<file path="config.mk">
export PLATFORM = sky130hd
export DESIGN_NAME = sel_arbiter
export DESIGN_NICKNAME = d
export VERILOG_FILES = /design/src/rtl/sel_arb_pkg.sv /design/src/rtl/onehot64_dec.sv /design/src/rtl/sel_arbiter.sv
export SDC_FILE = /design/constraint.sdc
export NUM_CORES = 1
export LEC_CHECK = 0
export CAP_MARGIN = 20
export CORE_ASPECT_RATIO = 0.5
export CORE_MARGIN = 4
export CORE_UTILIZATION = 38
export DETAILED_ROUTE_END_ITERATION = 6
export PLACE_DENSITY_LB_ADDON = 0.15
export REMOVE_ABC_BUFFERS = 1
export SYNTH_ARGS = -nofsm -noshare
export SYNTH_HDL_FRONTEND = slang
export SYNTH_SLANG_ARGS = --single-unit
</file>
<file path="constraint.sdc">
create_clock -name clk -period 4.4 [get_ports clk]
set_clock_uncertainty 0.1 [all_clocks]
set_input_delay 1.32 -clock clk [delete_from_list [all_inputs] [get_ports clk]]
set_output_delay 1.32 -clock clk [all_outputs]
set_load 0.03 [all_outputs]
</file>
<file path="src/rtl/sel_arb_pkg.sv">
// Shared types, constants and the round-robin search used by sel_arbiter.
package sel_arb_pkg;

  typedef enum logic {
    IDLE   = 1'b0,
    ACTIVE = 1'b1
  } state_t;

  localparam int NUM_LINES = 64;
  localparam int ADDR_W    = 6;
  localparam int MAX_REQ   = 8;

  // Returns {found, index}; scans cyclically from last+1 so the nearest valid requester wins.
  function automatic logic [3:0] rr_pick(input logic [7:0] valid, input logic [2:0] last,
                                         input int nreq);
    logic [3:0] res;
    logic [2:0] idx;
    res = 4'd0;
    for (int k = MAX_REQ; k >= 1; k--) begin
      idx = 3'((int'(last) + k) % nreq);
      res = ((k <= nreq) && valid[idx]) ? {1'b1, idx} : res;
    end
    return res;
  endfunction

endpackage

</file>
<file path="src/rtl/onehot64_dec.sv">
// Pure 6-to-64 one-hot decoder for the select lines.
module onehot64_dec
  import sel_arb_pkg::*;
(
  input  logic [ADDR_W-1:0]    addr,
  output logic [NUM_LINES-1:0] onehot
);

  assign onehot = {{(NUM_LINES-1){1'b0}}, 1'b1} << addr;

endmodule

</file>
<file path="src/rtl/sel_arbiter.sv">
// Round-robin arbiter that grants one requester a decoded select line for a
// programmable number of cycles, with flush and back-to-back grants.
module sel_arbiter
  import sel_arb_pkg::*;
#(
  parameter int NREQ   = 4,
  parameter int HOLD_W = 4
) (
  input  logic                   clk,
  input  logic                   rst_n,
  input  logic [NREQ-1:0]        req_valid,
  input  logic [NREQ*ADDR_W-1:0] req_addr,
  input  logic [HOLD_W-1:0]      hold_cycles,
  input  logic                   flush,
  output logic [NREQ-1:0]        req_ready,
  output logic [NUM_LINES-1:0]   sel,
  output logic                   sel_valid,
  output logic [2:0]             grant_id,
  output logic                   busy
);

  state_t              state_r, state_s;
  logic [2:0]          last_grant_r, last_grant_s;
  logic [HOLD_W-1:0]   cnt_r, cnt_s;
  logic [ADDR_W-1:0]   addr_r, addr_s;
  logic [2:0]          grant_id_r, grant_id_s;
  logic [7:0]          valid8_s;
  logic [3:0]          pick_s;
  logic                window_s;
  logic                accept_s;
  logic [NUM_LINES-1:0] dec_s;

  // Widen the request vector to the fixed search width.
  always_comb begin
    valid8_s = 8'd0;
    valid8_s[NREQ-1:0] = req_valid;
  end

  assign pick_s   = rr_pick(valid8_s, last_grant_r, NREQ);
  assign window_s = (state_r == IDLE) || (cnt_r == {HOLD_W{1'b0}});
  // Reset is folded in so ready stays low while the block is held in reset.
  assign accept_s = rst_n && window_s && !flush && pick_s[3];
  assign req_ready = accept_s ? ({{(NREQ-1){1'b0}}, 1'b1} << pick_s[2:0]) : {NREQ{1'b0}};

  // Next-state: flush beats accept, accept beats countdown, otherwise drop to IDLE.
  always_comb begin
    state_s      = state_r;
    last_grant_s = last_grant_r;
    cnt_s        = cnt_r;
    addr_s       = addr_r;
    grant_id_s   = grant_id_r;
    if (flush) begin
      state_s = IDLE;
      cnt_s   = {HOLD_W{1'b0}};
    end else if (accept_s) begin
      state_s      = ACTIVE;
      cnt_s        = hold_cycles;
      addr_s       = req_addr[ADDR_W*int'(pick_s[2:0]) +: ADDR_W];
      grant_id_s   = pick_s[2:0];
      last_grant_s = pick_s[2:0];
    end else if ((state_r == ACTIVE) && (cnt_r != {HOLD_W{1'b0}})) begin
      cnt_s = cnt_r - HOLD_W'(1);
    end else begin
      state_s = IDLE;
    end
  end

  // State, pointer, counter and latched grant registers.
  always_ff @(posedge clk or negedge rst_n) begin
    if (!rst_n) begin
      state_r      <= IDLE;
      last_grant_r <= 3'(NREQ - 1);
      cnt_r        <= {HOLD_W{1'b0}};
      addr_r       <= {ADDR_W{1'b0}};
      grant_id_r   <= 3'd0;
    end else begin
      state_r      <= state_s;
      last_grant_r <= last_grant_s;
      cnt_r        <= cnt_s;
      addr_r       <= addr_s;
      grant_id_r   <= grant_id_s;
    end
  end

  onehot64_dec u_dec (
    .addr   (addr_r),
    .onehot (dec_s)
  );

  assign sel_valid = (state_r == ACTIVE);
  assign busy      = (state_r == ACTIVE);
  assign grant_id  = grant_id_r;
  assign sel       = sel_valid ? dec_s : {NUM_LINES{1'b0}};

endmodule

</file>
==> qor.yml <==
drt:
  viasPerCell: 5.15
  ant_nets: 0
  wire_per_inst_um: 14.5
  routed_wl_mm: 5.60
  via_count: 1982
  drt_iter0_markers: 78
  first_pass_iters: 4
  drc: 0
placement:
  dp_slack_ps: -30.3
  routabilityCongestion: 0.877
  dp_cells: 377
  place_hpwl_mm: 4.48
  io_buffers: 106
global_routing:
  grt_first_pass_wirelength_mm: 8.62
  grt_usage_pct: 20.5
  grt_start_max_net_pins: 18
  antenna_found_initial: 0
  grt_overflow: 0
  grt_pass1_vias: 1841
synthesis:
  yosysSeqAreaShare_pct: 24.9
  ys_types: 43
  synth_edf_count: 0
  yosys_warnings: 0
  yosysTopAreaCell: "dfrtp_1"
  ys_dominant_reg_cell: "dfrtp_1"
  netlist_area_um2: 1520
  ys_async_sr_fraction_pct: 100
  ys_ff_latch: 15
  syn_inst: 228
  ys_top_cells_by_area: "dfrtp_1, nor2_1, nand2_1"
  synth.avg_cell_area_um2: 6.66
  yosysTopAreaCellShare_pct: 21.4
timing:
  hold_viol: 0
  fmax_mhz: 238
  drv_slew: 0
  max_slew_margin_pct: 56.7
  setup_viol: 0
  setup-tns-final_ps: 0
  rsz0062_at_grt: "false"
  fin_crit_sh_pct: 95.7
  tightest_slew_ps: 647
  final.min_clock_period_ps: 4210
  whs_ps: 426
  worst_slack_ps: 190
worst_setup_path:
  path_cells: "clkdlybuf4s50_1 -> o41ai_4 -> nor3_2 -> nand2b_1 -> a211oi_2 -> buf_4"
  critPathTopFamily: "buffers and inverters"
  cp.arrival_ps: 2790
  worstSetupStartpointType: "input pin"
  worstSetupPathType: "in2out"
  cp_slowest_cell: "clkdlybuf4s50_1"
  slowest_delay_ps: 560
  cp_max_fo: 4
  worstSetupEndpointType: "output pin"
  cp.required_ps: 2980
  cp_num_buf_inv: 2
clock_network:
  numCtsBuffers: 3
  cts_sinks: 15
  cts_hold_buffers: 0
  h-tree-depth: 1
  cts_tree: "yes"
  clk_path_buf_depth: 2
  clk_pin_slew_ps: 60
  clock_latency_ps: 250
  cts_root_buf: "clkbuf_8"
outcome:
  status: "completed"
power_and_ir_drop:
  peakVddDrop_v: 0.000258
  power_density_nw_per_um2: 285
  leakage_nw: 1.05
  total_power_uw: 776
die:
  die_h_um: 52.7
  coreArea_um2: 3640
  dieArea_um2: 5130
  io-pin-count: 108
  die_x_um: 97.4
  rows: 15
  start_util_pct: 41.7
worst_hold_path:
  worst_hold_path_type: "reg2reg"
final_layout:
  nets: 372
  area_delta_synth_final_pct: 79.0
  stdcell_count: 385
  drive_above_1_share_pct: 9.88
  diodes: 0
run:
  cap_violations: 0
## layout by cell type (no fill, tap or decap), drive strengths merged, types with 4 or more instances in the layout
cell type and instances:
a21oi 7, a32oi 7, buf 16, clkdlybuf4s50 98, dfrtp 13, dlymetal6s2s 4, inv 9, mux2i 7
nand2 32, nand2b 4, nand3 7, nor2 76, nor2b 10, o21ai 5, o22a 6
## Yosys cell counts, types with 2 or more instances
library cell / instances
nor2_1: 76
nand2_1: 32
dfrtp_1: 13
nor2b_1: 10
clkbuf_1: 8
inv_1: 8
a32oi_1: 7
mux2i_1: 7
nand3_1: 7
a21oi_1: 6
o22a_1: 6
o21ai_1: 5
nand2b_1: 4
a211oi_1: 3
buf_4: 3
and2_1: 2
buf_2: 2
buf_6: 2
dfstp_2: 2
ha_1: 2
## tightest hold or removal path, cell delays in order, from the launching register on
cell and delay (ps):
dfrtp_1 340, nor2_1 50, a21oi_1 100
## path summary, 6_finish.rpt
check	start	end	slack (ps)	cells after the start
max reg2reg	last_grant_r[1]	addr_r[0]	2280	8
min in group asynchronous	rst_n	busy	1440	2
max in group asynchronous	rst_n	last_grant_r[1]	2520	2
min reg2reg	grant_id[0]	grant_id[0]	430	2
max	rst_n	req_ready[2]	190	6
min	grant_id[0]	grant_id[0]	430	2
## flip-flops by register name (all words and copies together) (netlist names)
| name | count |
|---|---|
| last_grant_r | 2 |
| addr_r | 6 |
| grant_id | 2 |
| cnt_r | 4 |
| busy | 1 |
## through the flow
stage	utilization [%]	area, um2
3_5_place_dp	71.6	2610
2_1_floorplan	-	1430
5_1_grt	74.7	2720
6_report	74.7	2720
3_3_place_gp	71.6	2610
4_1_cts	73.1	2660
## per-layer routing
metal,part of all wire (%),vias to the layer above,GRT usage (%)
li1,-,972,-
met1,40,914,22.2
met2,51,83,39.9
met3,6.9,13,4.78
met4,1.5,0,7.82
met5,0,-,0
## report_power, final
group          internal [mW]  switching [mW]
sequential             0.177          0.0627
clock                 0.0627          0.0482
combinational          0.185           0.240
## area by class of cell
| class | count | area (um2) |
|---|---|---|
| sequential | 15 | 378 |
| multi-input combinational | 188 | 1050 |
| timing repair buffer | 118 | 1150 |
| fill | 286 | 922 |
| inverter | 9 | 33.8 |
| clock inverter | 1 | 5.00 |
| tap | 51 | 63.8 |
| clock buffer | 3 | 41.3 |
## kinds of logic after synthesis
logic type,share of synthesized area [%]
adders and majority gates,1.65
other,0.247
AOI/OAI and AO/OA,20.3
muxes,4.61
and+or+nand+nor,39.4
buffers and inverters,8.32
DFF,24.9
xor gates and xnor gates,0.577
## what timing repair did
item / CTS / global route
gates resized for setup: 0 / 8
setup buffers: 1 / 3
endpoints found under the setup margin: 1 / 3
pin swaps: 1 / 1
Power figures use the tool's default switching activity.
